### config.mk
export PLATFORM = sky130hd
export DESIGN_NAME = cordic_sine_gen
export DESIGN_NICKNAME = d
export VERILOG_FILES = /design/src/rtl/cordic_pkg.sv /design/src/rtl/cordic_rot_step.sv /design/src/rtl/cordic_sine_gen.sv
export SDC_FILE = /design/constraint.sdc
export NUM_CORES = 1
export LEC_CHECK = 0
export BUFFER_PORTS_ARGS = -buffer_cell sky130_fd_sc_hd__buf_4
export CORE_MARGIN = 8
export CORE_UTILIZATION = 28
export CTS_CLUSTER_SIZE = 12
export DETAILED_ROUTE_END_ITERATION = 8
export HOLD_SLACK_MARGIN = 0.15
export PLACE_DENSITY_LB_ADDON = 0.3
export SYNTH_ARGS = -nofsm -noshare
export SYNTH_HDL_FRONTEND = slang
export SYNTH_SLANG_ARGS = --single-unit
### constraint.sdc
create_clock -name clk -period 13.6 [get_ports clk]
set_input_delay 2.04 -clock clk [delete_from_list [all_inputs] [get_ports clk]]
set_output_delay 2.04 -clock clk [all_outputs]
set_load 0.02 [all_outputs]
### src/rtl/cordic_pkg.sv
// cordic_pkg: shared constants and types for the CORDIC sine sample source.
//   ATAN     : micro-rotation angles in binary-angle units (2^16 = 2*pi)
//   X0_INIT  : pre-scaled start vector, cancels CORDIC gain, output * 16
//   OUT_MAX  : largest sample magnitude ever emitted
//   state_e  : sequencing states of the iterative engine
package cordic_pkg;

  localparam int CW      = 14;
  localparam int PHASE_W = 16;
  localparam int X0_INIT = 1234;
  localparam int OUT_MAX = 127;

  // Entry 0 sits in the least significant slice.
  localparam logic [11:0][15:0] ATAN = {
    16'd5,   16'd10,  16'd20,   16'd41,   16'd81,   16'd163,
    16'd326, 16'd651, 16'd1297, 16'd2555, 16'd4836, 16'd8192
  };

  typedef enum logic [1:0] {
    IDLE = 2'd0,
    LOAD = 2'd1,
    ROT  = 2'd2,
    OUT  = 2'd3
  } state_e;

endpackage

### src/rtl/cordic_rot_step.sv
// cordic_rot_step: one combinational CORDIC micro-rotation in rotation mode.
//   x_i, y_i : current vector (signed, CW bits)
//   z_i      : residual angle (signed, ZW bits)
//   iter_i   : iteration index, selects shift amount and ATAN entry
//   x_o, y_o, z_o : vector and residual angle after the rotation
module cordic_rot_step
  import cordic_pkg::*;
#(
  parameter int CW = 14,
  parameter int ZW = 17
) (
  input  logic signed [CW-1:0] x_i,
  input  logic signed [CW-1:0] y_i,
  input  logic signed [ZW-1:0] z_i,
  input  logic        [3:0]    iter_i,
  output logic signed [CW-1:0] x_o,
  output logic signed [CW-1:0] y_o,
  output logic signed [ZW-1:0] z_o
);

  logic signed [CW-1:0] xs_s;
  logic signed [CW-1:0] ys_s;
  logic signed [ZW-1:0] atan_s;

  // Scaled cross terms and the angle for this step; indices past the table yield zero.
  always_comb begin
    xs_s = x_i >>> iter_i;
    ys_s = y_i >>> iter_i;
    if (iter_i < 4'd12) begin
      atan_s = $signed({{(ZW-16){1'b0}}, ATAN[iter_i]});
    end else begin
      atan_s = '0;
    end
  end

  // Rotate toward zero residual angle; z >= 0 means a positive rotation.
  always_comb begin
    if (!z_i[ZW-1]) begin
      x_o = x_i - ys_s;
      y_o = y_i + xs_s;
      z_o = z_i - atan_s;
    end else begin
      x_o = x_i + ys_s;
      y_o = y_i - xs_s;
      z_o = z_i + atan_s;
    end
  end

endmodule

### src/rtl/cordic_sine_gen.sv
// cordic_sine_gen: phase-accumulator sine source with an iterative CORDIC.
//   clk, rst_n   : clock, asynchronous active-low reset
//   en           : enables sample ticks (divider held at zero when low)
//   ftw          : phase increment applied on each accepted tick
//   sample_div   : tick period is sample_div+1 clocks
//   sample       : signed sine sample in -127..+127, held between updates
//   sample_valid : one-cycle pulse when sample updates
//   busy         : engine is loading, rotating or emitting
//   overrun      : sticky flag, a tick arrived while busy; cleared by en=0
module cordic_sine_gen #(
  parameter int ITER    = 10,
  parameter int CW      = cordic_pkg::CW,
  parameter int PHASE_W = cordic_pkg::PHASE_W,
  parameter int DIV_W   = 16
) (
  input  logic                clk,
  input  logic                rst_n,
  input  logic                en,
  input  logic [PHASE_W-1:0]  ftw,
  input  logic [DIV_W-1:0]    sample_div,
  output logic signed [7:0]   sample,
  output logic                sample_valid,
  output logic                busy,
  output logic                overrun
);

  import cordic_pkg::*;

  // One extra bit keeps the folded angle and its residual free of overflow.
  localparam int ZW = PHASE_W + 1;
  localparam logic [3:0]           ITER_LAST = 4'(ITER - 1);
  localparam logic signed [CW-1:0] X0        = CW'(X0_INIT);
  localparam logic signed [CW:0]   R_MAX     = (CW+1)'(OUT_MAX);
  localparam logic signed [CW:0]   R_MIN     = -R_MAX;

  state_e               state_q, state_d;
  logic [DIV_W-1:0]     div_q, div_d;
  logic [PHASE_W-1:0]   phase_q, phase_d;
  logic [PHASE_W-1:0]   phase_lat_q, phase_lat_d;
  logic [3:0]           iter_q, iter_d;
  logic signed [CW-1:0] x_q, x_d, y_q, y_d;
  logic signed [ZW-1:0] z_q, z_d;
  logic                 neg_q, neg_d;
  logic signed [7:0]    sample_q, sample_d;
  logic                 valid_q, valid_d;
  logic                 busy_q, busy_d;
  logic                 overrun_q, overrun_d;

  logic                 tick_s;
  logic                 fold_neg_s;
  logic [PHASE_W-1:0]   fold_s;
  logic signed [ZW-1:0] z0_s;
  logic signed [CW-1:0] x_nx_s, y_nx_s;
  logic signed [ZW-1:0] z_nx_s;
  logic signed [CW:0]   rnd_s;
  logic signed [7:0]    r_s;
  logic signed [7:0]    out_s;

  cordic_rot_step #(.CW(CW), .ZW(ZW)) u_step (
    .x_i    (x_q),
    .y_i    (y_q),
    .z_i    (z_q),
    .iter_i (iter_q),
    .x_o    (x_nx_s),
    .y_o    (y_nx_s),
    .z_o    (z_nx_s)
  );

  // Sample-rate divider; >= keeps it bounded if sample_div shrinks mid-count.
  always_comb begin
    tick_s = 1'b0;
    div_d  = div_q;
    if (!en) begin
      div_d = '0;
    end else if (div_q >= sample_div) begin
      tick_s = 1'b1;
      div_d  = '0;
    end else begin
      div_d = div_q + DIV_W'(1);
    end
  end

  // Fold quadrants 1 and 2 onto 3 and 0 via sin(theta+pi) = -sin(theta).
  always_comb begin
    fold_neg_s = phase_lat_q[PHASE_W-1] ^ phase_lat_q[PHASE_W-2];
    if (fold_neg_s) begin
      fold_s = phase_lat_q ^ {1'b1, {(PHASE_W-1){1'b0}}};
    end else begin
      fold_s = phase_lat_q;
    end
    z0_s = $signed({fold_s[PHASE_W-1], fold_s});
  end

  // Drop the 4 fractional bits with rounding, clamp, then undo the fold.
  always_comb begin
    rnd_s = $signed({y_q[CW-1], y_q} + {{(CW-3){1'b0}}, 4'b1000}) >>> 4;
    if (rnd_s > R_MAX) begin
      r_s = R_MAX[7:0];
    end else if (rnd_s < R_MIN) begin
      r_s = R_MIN[7:0];
    end else begin
      r_s = rnd_s[7:0];
    end
    if (neg_q) begin
      out_s = -r_s;
    end else begin
      out_s = r_s;
    end
  end

  // Engine sequencing: accept a tick only in IDLE, then load, rotate, emit.
  always_comb begin
    state_d     = state_q;
    phase_d     = phase_q;
    phase_lat_d = phase_lat_q;
    iter_d      = iter_q;
    x_d         = x_q;
    y_d         = y_q;
    z_d         = z_q;
    neg_d       = neg_q;
    sample_d    = sample_q;
    valid_d     = 1'b0;
    case (state_q)
      IDLE: begin
        if (tick_s) begin
          phase_lat_d = phase_q;
          phase_d     = phase_q + ftw;
          state_d     = LOAD;
        end else begin
          state_d = IDLE;
        end
      end
      LOAD: begin
        x_d     = X0;
        y_d     = '0;
        z_d     = z0_s;
        neg_d   = fold_neg_s;
        iter_d  = 4'd0;
        state_d = ROT;
      end
      ROT: begin
        x_d    = x_nx_s;
        y_d    = y_nx_s;
        z_d    = z_nx_s;
        iter_d = iter_q + 4'd1;
        if (iter_q == ITER_LAST) begin
          state_d = OUT;
        end else begin
          state_d = ROT;
        end
      end
      OUT: begin
        sample_d = out_s;
        valid_d  = 1'b1;
        state_d  = IDLE;
      end
      default: begin
        state_d = IDLE;
      end
    endcase
  end

  // Sticky overrun and registered busy flag.
  always_comb begin
    if (!en) begin
      overrun_d = 1'b0;
    end else if (tick_s && (state_q != IDLE)) begin
      overrun_d = 1'b1;
    end else begin
      overrun_d = overrun_q;
    end
    busy_d = (state_d != IDLE);
  end

  // State and output registers.
  always_ff @(posedge clk or negedge rst_n) begin
    if (!rst_n) begin
      state_q     <= IDLE;
      div_q       <= '0;
      phase_q     <= '0;
      phase_lat_q <= '0;
      iter_q      <= 4'd0;
      x_q         <= '0;
      y_q         <= '0;
      z_q         <= '0;
      neg_q       <= 1'b0;
      sample_q    <= 8'sd0;
      valid_q     <= 1'b0;
      busy_q      <= 1'b0;
      overrun_q   <= 1'b0;
    end else begin
      state_q     <= state_d;
      div_q       <= div_d;
      phase_q     <= phase_d;
      phase_lat_q <= phase_lat_d;
      iter_q      <= iter_d;
      x_q         <= x_d;
      y_q         <= y_d;
      z_q         <= z_d;
      neg_q       <= neg_d;
      sample_q    <= sample_d;
      valid_q     <= valid_d;
      busy_q      <= busy_d;
      overrun_q   <= overrun_d;
    end
  end

  assign sample       = sample_q;
  assign sample_valid = valid_q;
  assign busy         = busy_q;
  assign overrun      = overrun_q;

endmodule

# Word-level counts from Yosys, hierarchy flattened
# Memory sizes are Yosys's and may differ from the RTL's.
# Index checks and enable logic that the tools add are counted.
[word_totals] ff_bits=111 romBits=256 input_bits=35 output_inout_bits=11 wordCells=68 mem_count=1
[mem_list] memory="(name not given)" words=16 width=16 read_ports=1 rd_ports_with_merged_regs=0 wr=0 line_no="cordic_rot_step.sv:30" text="atan_s = $signed({{(ZW-16){1'b0}}, ATAN[iter_i]});"
[op_classes] add_sub_neg=11 magnitude_cmp=5 eq_ne=5 shift=2 muxes=23 bitwise_logic=2 reduce_logical=6
[op_table] operator="16-bit 2-to-1 mux" n=5
[op_table] operator="14-bit case mux with 2 select lines" n=2
[op_table] operator="17-bit case mux with 2 select lines" n=1
[op_table] operator="14-bit adder" n=2
[op_table] operator="14-bit 2-to-1 mux" n=2
[op_table] operator="14-bit by 4-bit >>> shifter with 14-bit output" n=2
[op_table] operator="14-bit subtractor" n=2
[op_table] operator="8-bit 2-to-1 mux" n=3
[op_table] operator="17-bit adder" n=1
[op_table] operator="17-bit 2-to-1 mux" n=1
[op_table] operator="17-bit subtractor" n=1
[op_table] operator="16-bit by 1-bit adder with 16-bit output (second input constant)" n=1
[op_table] operator="16-bit adder" n=1
[op_table] operator="16-bit greater-or-equal comparator" n=1
[op_table] operator="14-bit by 5-bit adder with 15-bit output (second input constant)" n=1
[op_table] operator="11-bit by 8-bit > comparator with 1-bit output (second input constant)" n=1
[op_table] operator="11-bit by 8-bit < comparator with 1-bit output (second input constant)" n=1
[op_table] operator="8-bit negator" n=1
[op_table] operator="2-bit case mux with 4 select lines" n=1
[op_table] operator="4-bit case mux with 2 select lines" n=1
[op_table] operator="1-bit 2-to-1 mux" n=7
[op_table] operator="2-bit nonzero test" n=3
[op_table] operator="4-bit by 5-bit < comparator with 1-bit output (second input constant)" n=1
[op_table] operator="4-bit by 1-bit adder with 4-bit output (second input constant)" n=1
[op_table] operator="10 further kinds" n=11

# Logic depth before layout (Yosys ltp)
# Gate-level depths: netlist of run 1.
[logic_depth] depth_word=6 mapped_depth=22 depth_no_buf=19

# Modules after synthesis
# A second synthesis of run 1 with hierarchy kept.
[hier_totals] cells_unflattened=1213 area_unflattened_um2=10437.5
[modules_own_cells] mod="cordic_sine_gen" n_inst=1 cells_per_inst=649 area_per_inst_um2=6198.4 seq_area_each_um2=2777.7
[modules_own_cells] mod="cordic_rot_step" n_inst=1 cells_per_inst=564 area_per_inst_um2=4239.1 seq_area_each_um2=0.0

# Worst setup path after synthesis of run 1
# OpenSTA, ideal clock, no wires.
[synth_path] kind="register to register" startpoint="register iter_q[0]" endpoint="register z_q[16]" setup_ps=96 arrival_ps=4585 required_time_ps=13504 slack_ps=8920 path_stages_with_launch=23 n_path_buf=3 synth_period_minus_slack_ps=4680 path_cell_list="dfrtp_1 > buf_6 > buf_2 > buf_2 > inv_1 > ha_1 > o21ai_0 > a21oi_1 > ha_1 > nand2_1 > nor3_1 > o21ai_0 > and2_1 > xor2_1 > ha_1 > or3_1 > a211oi_1 > o311ai_0 > a21o_1 > a21o_1 > a31oi_1 > xnor2_1 > o31ai_1"
[synth_via] elab_chain_cells=6 word_cells_on_any_way=8 cone_classes="add/sub (2); order compare (1); mux (4); memory (1)"
[synth_rtl] element="start: declaration" line_no="cordic_sine_gen.sv:40" text="logic [3:0] iter_q, iter_d;"
[synth_rtl] element="start signal: assignment" line_no="cordic_sine_gen.sv:196" text="iter_q <= iter_d;"
[synth_rtl] element="memory read 16 x 16 bit"
[synth_rtl] element="16-bit 2-to-1 mux (implied by the code)" line_no="cordic_rot_step.sv:30"
[synth_rtl] element="16-bit 2-to-1 mux (*)" line_no="cordic_rot_step.sv:29" text="if (iter_i < 4'd12) begin"
[synth_rtl] element="17-bit subtractor / 17-bit adder (equally long branches)" line_no="cordic_rot_step.sv:41, cordic_rot_step.sv:45"
[synth_rtl] element="17-bit 2-to-1 mux (*)" line_no="cordic_rot_step.sv:38" text="if (!z_i[ZW-1]) begin"
[synth_rtl] element="17-bit case mux with 2 select lines (*)" line_no="cordic_sine_gen.sv:123" text="case (state_q)"
[synth_rtl] element="end signal: assignment" line_no="cordic_sine_gen.sv:199" text="z_q <= z_d;"
[synth_rtl] element="end: declaration" line_no="cordic_sine_gen.sv:42" text="logic signed [ZW-1:0] z_q, z_d;"
# Mark *: on every way between the ends. The rest lies on a longest branch, timed or not. The select of a mux whose other input is x is not followed.
# A chain may end at the register's enable or synchronous reset.

# Worst setup path in the final report of run 1
[layout_path] startpoint="register iter_q[0]" endpoint="register y_q[13]"
[layout_via] elab_chain_cells=4 word_cells_on_any_way=5 cone_classes="add/sub (2); shift (1); mux (2)"
[layout_rtl] element="14-bit by 4-bit >>> shifter with 14-bit output (*)" line_no="cordic_rot_step.sv:27" text="xs_s = x_i >>> iter_i;"
[layout_rtl] element="14-bit adder / 14-bit subtractor (equally long branches)" line_no="cordic_rot_step.sv:40, cordic_rot_step.sv:44"
[layout_rtl] element="14-bit 2-to-1 mux (*)" line_no="cordic_rot_step.sv:38"
[layout_rtl] element="14-bit case mux with 2 select lines (*)" line_no="cordic_sine_gen.sv:123"
[layout_rtl] element="end signal: assignment" line_no="cordic_sine_gen.sv:198" text="y_q <= y_d;"
[layout_rtl] element="end: declaration" line_no="cordic_sine_gen.sv:41" text="logic signed [CW-1:0] x_q, x_d, y_q, y_d;"
# Mark *: on every way between the ends. The rest lies on a longest branch, timed or not.

==> results of run 1 <==
## worst reg2reg max path, cell delays in order (launching register included)
cell      delay (ns)
dfrtp_2         0.34
buf_4           0.55
mux4_2          0.64
a22oi_1         0.20
o31a_2          0.21
inv_2           0.05
or3_1           0.35
nor3b_2         0.33
nor2_1          0.09
xor2_1          0.15
ha_1            0.32
o21a_1          0.13
o21ai_0         0.06
a31oi_1         0.26
nor4_1          0.11
o41ai_1         0.55
a31oi_1         0.19
and3_1          0.19
o211ai_1        0.14
or3b_1          0.37
## metal layers
layer	vias up	GRT usage
li1	4279	-
met1	4093	0.151
met2	147	0.204
met3	24	0.0149
met4	0	0.0323
met5	-	0
## Yosys cell counts (30+ instances only)
cell type  number
a21oi_1        82
clkbuf_1       44
dfrtp_1       111
ha_1           90
inv_1          61
mux2_2         30
mux2i_1        35
nand2_1        76
nand3_1        38
nor2_1        101
o21ai_0        75
xnor2_1        62
xor2_1         40
## report_power, final
part | switching [mW] | leakage [nW] | internal [mW]
registers | 0.00309 | 1.42 | 0.332
clock network | 0.142 | 0.146 | 0.135
logic | 0.0727 | 3.32 | 0.0597
total | 0.218 | 4.89 | 0.527
## state kept, by name, indices dropped and copies added (netlist names), 4 cells and up
register and count:
z_q 17, div_q 16, phase_lat_q 16, phase_q 16, x_q 14, y_q 14
sample 8, iter_q 4
## final timing paths
check / end
worst max-delay path: y_q[13]
worst min-delay path: phase_q[15]
worst max register to register: y_q[13]
worst min register to register: phase_q[15]
max in group asynchronous: iter_q[3]
min in group asynchronous: div_q[4]
## area by class of cell
| class | instances | area [sq um] | share of cell area |
|---|---|---|---|
| Clock buffer | 10 | 239 | 0.0211 |
| Clock inverter | 6 | 60.1 | 0.00530 |
| Inverter | 63 | 236 | 0.0209 |
| Multi-Input combinational cell | 948 | 7010 | 0.618 |
| Sequential cell | 111 | 2780 | 0.245 |
| Tap cell | 468 | 586 | 0.0516 |
| Timing Repair Buffer | 57 | 428 | 0.0377 |
## per-stage QoR
step,util,cells
5_1_grt,0.311,1663
3_5_place_dp,0.303,1647
2_1_floorplan,-,1185
4_1_cts,0.311,1663
3_3_place_gp,0.303,1647
6_report,0.311,1663
## logic make-up after synthesis
logic type               after synthesis  synth area share
XOR/XNOR                             102            0.0869
adder cells (fa/ha/maj)               94             0.117
AO/OA/AOI/OAI                        314             0.198
multiplexers                          87             0.111
AND/OR/NAND/NOR                      351             0.169
flip-flops                           111             0.270
buffers and inverters                126            0.0485
==> summary.md, run 1 <==
| Metric | Value |
|---|---|
| Status | complete, no violations |
| Hold path cells | 1 |
| Drt drc | 0 |
| Leakage | around 5 nW |
| Post-DRT Antenna Nets | 0 |
| Fin nets | 1319 |
| Post-Syn Instances | ~1200 |
| Crit path max fanout | 49 |
| TritonCTS clock tree | yes |
| Num rows | 70 |
| First-pass GRT wire length | 42.9 mm |
| Netlist cell types | between 70 and 80 |
| Detailed Route Iter0 Violations | 512 |
| CP arrival | 5.58 ns |
| Fin. Hold Viols | 0 |
| Post-DP HPWL | 18.6 mm |
| Critical path depth | 19 |
| Crit path from | iter_q[0] |
| Met2 Wirelength | 12.5 mm |
| Maximum vdd drop | ~0.046 mV |
| Area delta synth->final | 10.3% |
| Slowest cell delay on critical path | between 0.6 and 0.7 ns |
| Buf/Inv on CP | 2 |
| Post-CTS sizing | 0 |
| Post-CTS Hold Buffers | 0 |
| Post-route clock skew | ~0.019 ns |
| Setup Buffers After CTS | 0 |
| # setup viols final | 0 |
| Worst path slowest cell | mux4_2 |
| Die H | between 200 and 250 um |
| Tmin final | 5.35 ns |
| Antenna cells | 0 |
| Synth warn | 0 |
| Starting Density | 0.282 |
| # clock sinks | 111 |
| Tot Pwr | 0.745 mW |
| Worst Setup End Kind | flop |
| Met1 WL | approximately 12 mm |
| Worst-path clk slew | 0.08 ns |
| Delay-heaviest family, CP | compound AO/OA/AOI/OAI gates |
| Post-synth EDFFs | 0 |
| Crit path top cell by count | a31oi_1 |
| Via-per-instance ratio | 5.14 |
| Skew-Pair Late Insertion Delay | approximately 0.37 ns |
| Hold Slack | 0.466 ns |
| Worst slew pin tran | 0.948 ns |
| DR top layer | met4 |
| I/O pins | 46 |
| Setup TNS | 0 ns |
| H-tree levels | 3 |
| R2R Setup Slk | 8.25 ns |
| Met3 WL post-DR | 713 um |
| Total Wirelength | roughly 26 mm |
| Slew Limit Fails | 0 |
| Fin crit share | 0.393 |
| Mapped Nets | around 1300 |
| Total CTS buffers | 9 |
| Share of layout cells above drive strength 1 | 0.121 |
| Register area share after synthesis | 0.270 |
| CP Cell Sequence | buf_4, mux4_2, a22oi_1, o31a_2, inv_2, or3_1, nor3b_2, nor2_1, xor2_1, ha_1, o21a_1, o21ai_0, a31oi_1, nor4_1, o41ai_1, a31oi_1, and3_1, o211ai_1, or3b_1 |
| CORE AREA | 36400 sq um |
| Post-synthesis async set-or-reset flop share | 1.00 |
| Clk buf depth | 2 |
| Via Count | 8543 |
| Register bit total from synthesis | ~110 |
| Achievable Freq | 0.187 GHz |
| Min-delay src | phase_q[15] |
| Worst r2r path cells | 19 |
| Crit path launch type | flop |
| Post-synth top flop | dfrtp_1 |
| Hold Crit Class | flop to flop |
| Pwr Density | around 66 nW/um^2 |
| Die Wd | roughly 210 um |
| GRT Total Usage | 0.117 |
| Yosys top cell area share | 0.270 |
| Kind of critical path | flop to flop |
| Worst setup margin | 8.25 ns |
| Final Wtd Congestion | 0.872 |
| Layout Cell Area excl Fill | 11300 sq um |
| Die footprint | 43100 sq um |
| Area leader, netlist | dfrtp_1 |
| Largest net degree at the start of global routing | between 70 and 80 |
| I/O Buffers | between 40 and 50 |
| Mapped cell area | 10300 sq um |
| RSZ-0062 raised after global routing | no |
| Antenna violations before repair | 0 |
| Highest-count cells in the layout ignoring fill and taps | 110 x dfrtp_1, 101 x nor2_1, 88 x ha_1 |
| Max Cap Viol | 0 |
| FILL cells | 3828 |
| Reg-to-Reg Start | iter_q[0] |
| Total congestion overflow | 0 |
| CTS root buffer | clkbuf_16 |
| Pre-CTS setup slack | 8.34 ns |
| Wire per inst | about 15 um |
| Top cells by area, synth | dfrtp_1 27%, ha_1 11%, xnor2_1 5.3%, a21oi_1 4.0%, mux4_2 3.9% |
| Commonest non-fill, non-tap cell in the layout | dfrtp_1 |
| Max-slew headroom | 0.366 |
| Mean Syn Cell Area | 8.68 sq um |
| CP Data Required Time | 13.83 ns |
| Placed instance area | 11000 sq um |
| Pre-antenna DRT Iters | 5 |
| Vias in the first global route | 8496 |
Power figures use the tool's default switching activity.
==> run 2: changes to the inputs <==
Clock period 13.6 ns to 4.56 ns, I/O delays scaled along.
==> run 2 against run 1 <==
Global-route usage is 1.2 points higher. First-iteration DRC count is 21% higher. Wire length is 11% higher.
==> summary.md, run 2 (same netlist as run 1, synthesis figures left out) <==
| Metric | Value |
|---|---|
| Largest net degree at the start of global routing | 59 (-20%) |
| Worst Setup End Kind | flop |
| I/O Buffers | 45 (unchanged) |
| H-tree levels | 3 (unchanged) |
| Largest Register | z_q |
| Total CTS buffers | 9 (unchanged) |
| # setup viols final | 0 (unchanged) |
| Vias in the first global route | 8967 (+5.5%) |
| Via Count | 9033 (+5.7%) |
| Highest-count cells in the layout ignoring fill and taps | 154 x buf_4, 109 x dfrtp_1, 100 x nor2_1 |
| Drt drc | 0 (unchanged) |
| Total congestion overflow | 0 (unchanged) |
| CORE AREA | 36400 sq um (unchanged) |
| Maximum vdd drop | 0.170 mV (+270%) |
| CP arrival | 4.72 ns (-0.86 ns) |
| Die Wd | 208 um (unchanged) |
| Antenna violations before repair | 0 (unchanged) |
| TritonCTS clock tree | yes |
| Wire per inst | 16.2 um (+4.8%) |
| Post-CTS Hold Buffers | 0 (unchanged) |
| Via-per-instance ratio | 5.11 (-0.43%) |
| CTS root buffer | clkbuf_16 |
| Clk buf depth | 2 (unchanged) |
| Achievable Freq | 0.223 GHz (+19%) |
| FILL cells | 3845 (+0.44%) |
| Antenna cells | 0 (unchanged) |
| Post-route clock skew | 0.0114 ns (-0.00781 ns) |
| Share of layout cells above drive strength 1 | 0.210 (+0.0882) |
| Detailed Route Iter0 Violations | 619 (+21%) |
| Max Cap Viol | 0 (unchanged) |
| Num rows | 70 (unchanged) |
| Status | complete, no violations |
| Fin crit share | 0.983 (+0.589) |
| GRT Total Usage | 0.129 (+0.0116) |
| Max-slew headroom | 0.418 (+0.0516) |
| Crit path max fanout | 13 (-73%) |
| Worst slew pin tran | 0.873 ns (-0.0750 ns) |
| First-pass GRT wire length | 46.5 mm (+8.5%) |
| Pwr Density | 186 nW/um^2 (+180%) |
| # clock sinks | 111 (unchanged) |
| CP Data Required Time | 4.80 ns (-9.03 ns) |
| Placed instance area | 11800 sq um (+6.7%) |
| Kind of critical path | flop to flop |
| Worst-path clk slew | 0.09 ns (about the same) |
| Die H | 208 um (unchanged) |
| Post-DP HPWL | 21.5 mm (+16%) |
| Setup TNS | 0 ns (unchanged) |
| Post-route insts no fill | 1766 (+6.2%) |
| Fin. Hold Viols | 0 (unchanged) |
| Leakage | 5.47 nW (+12%) |
| Slew Limit Fails | 0 (unchanged) |
| Crit path launch type | flop |
| Max reg flops | 17 (unchanged) |
| Final Wtd Congestion | 0.902 (+3.4%) |
| Fin nets | 1422 (+7.8%) |
| Area delta synth->final | 19.9% |
| Pre-antenna DRT Iters | 5 (unchanged) |
| Total Wirelength | 28.5 mm (+11%) |
| Post-DRT Antenna Nets | 0 (unchanged) |
| Commonest non-fill, non-tap cell in the layout | buf_4 |
| Placed cell count | 1740 (+5.6%) |
| Tmin final | 4.48 ns (-0.869 ns) |
| Skew-Pair Late Insertion Delay | 0.37 ns (about the same) |
| Hold Crit Class | input pin to async pin |
| I/O pins | 46 (unchanged) |
| Die footprint | 43100 sq um (unchanged) |
| RSZ-0062 raised after global routing | yes |
| Starting Density | 0.282 (unchanged) |
| Layout Cell Area excl Fill | 12300 sq um (+8.7%) |
run 2: final timing paths:
check                      slack [ns]              end  depth (start not counted)         from
max in group asynchronous        3.28  phase_lat_q[12]                          2        rst_n
max                              0.08          x_q[13]                         15    iter_q[0]
max reg2reg                      0.08          x_q[13]                         15    iter_q[0]
min reg2reg                      0.48      phase_q[15]                          1  phase_q[15]
min in group clk                 0.48      phase_q[15]                          1  phase_q[15]
min                              0.39           z_q[1]                          1        rst_n
run 2: cell type report:
cell class              instances  area, sq um  area share
inverters                      63          238      0.0193
multi-input cells             948         7150       0.580
repair buffers                160         1270       0.103
flip-flops and latches        111         2780       0.225
well taps                     468          586      0.0475
clock inverters                 7         75.1     0.00609
clock buffers                   9          225      0.0183
run 2: layer usage:
metal | up-vias | routed length, um | GRT usage
met5 | - | 0 | 0
met4 | 0 | 526 | 0.0323
met3 | 37 | 1030 | 0.0204
met2 | 160 | 13700 | 0.222
met1 | 4329 | 13200 | 0.166
li1 | 4507 | - | -
run 2: where the power goes:
part	internal [mW]	switching [mW]	leakage, nW
clock	0.389	0.434	0.147
sequential	0.991	0.0106	1.42
combinational	0.230	0.236	3.90
run 2: metrics by stage:
| step | util | total power [mW] | worst slack, ns | hold slack (ns) |
|---|---|---|---|---|
| after detailed placement | 0.323 | 1.46 | -0.0623 | 0.465 |
| after global routing | 0.338 | 2.42 | -0.110 | 0.432 |
| final | 0.338 | 2.29 | 0.0780 | 0.385 |
| after CTS | 0.332 | 2.31 | 0.0101 | 0.405 |
| after floorplan | - | 1.31 | 0.0181 | 0.388 |
| after global placement | 0.323 | 1.46 | 0.00543 | 0.453 |
run 2: critical path: stages (launching register included):
cell	delay (ns)
dfrtp_2	0.50
buf_12	0.19
mux2_2	0.37
mux4_2	0.50
a221o_1	0.41
nor3b_4	0.20
nand3_1	0.13
or3b_1	0.41
a32oi_1	0.23
o211ai_1	0.16
ha_1	0.35
a21o_1	0.17
a31o_2	0.22
nand3_1	0.08
nor2_1	0.05
a2111o_1	0.39
run 2: repair_timing:
item,4_1_cts,5_1_grt
resized for setup,1,32
buffers inserted,0,9
gates cloned,0,1
pin swaps,0,8
setup endpoints to repair,3,7
endpoints found under the hold margin,0,0
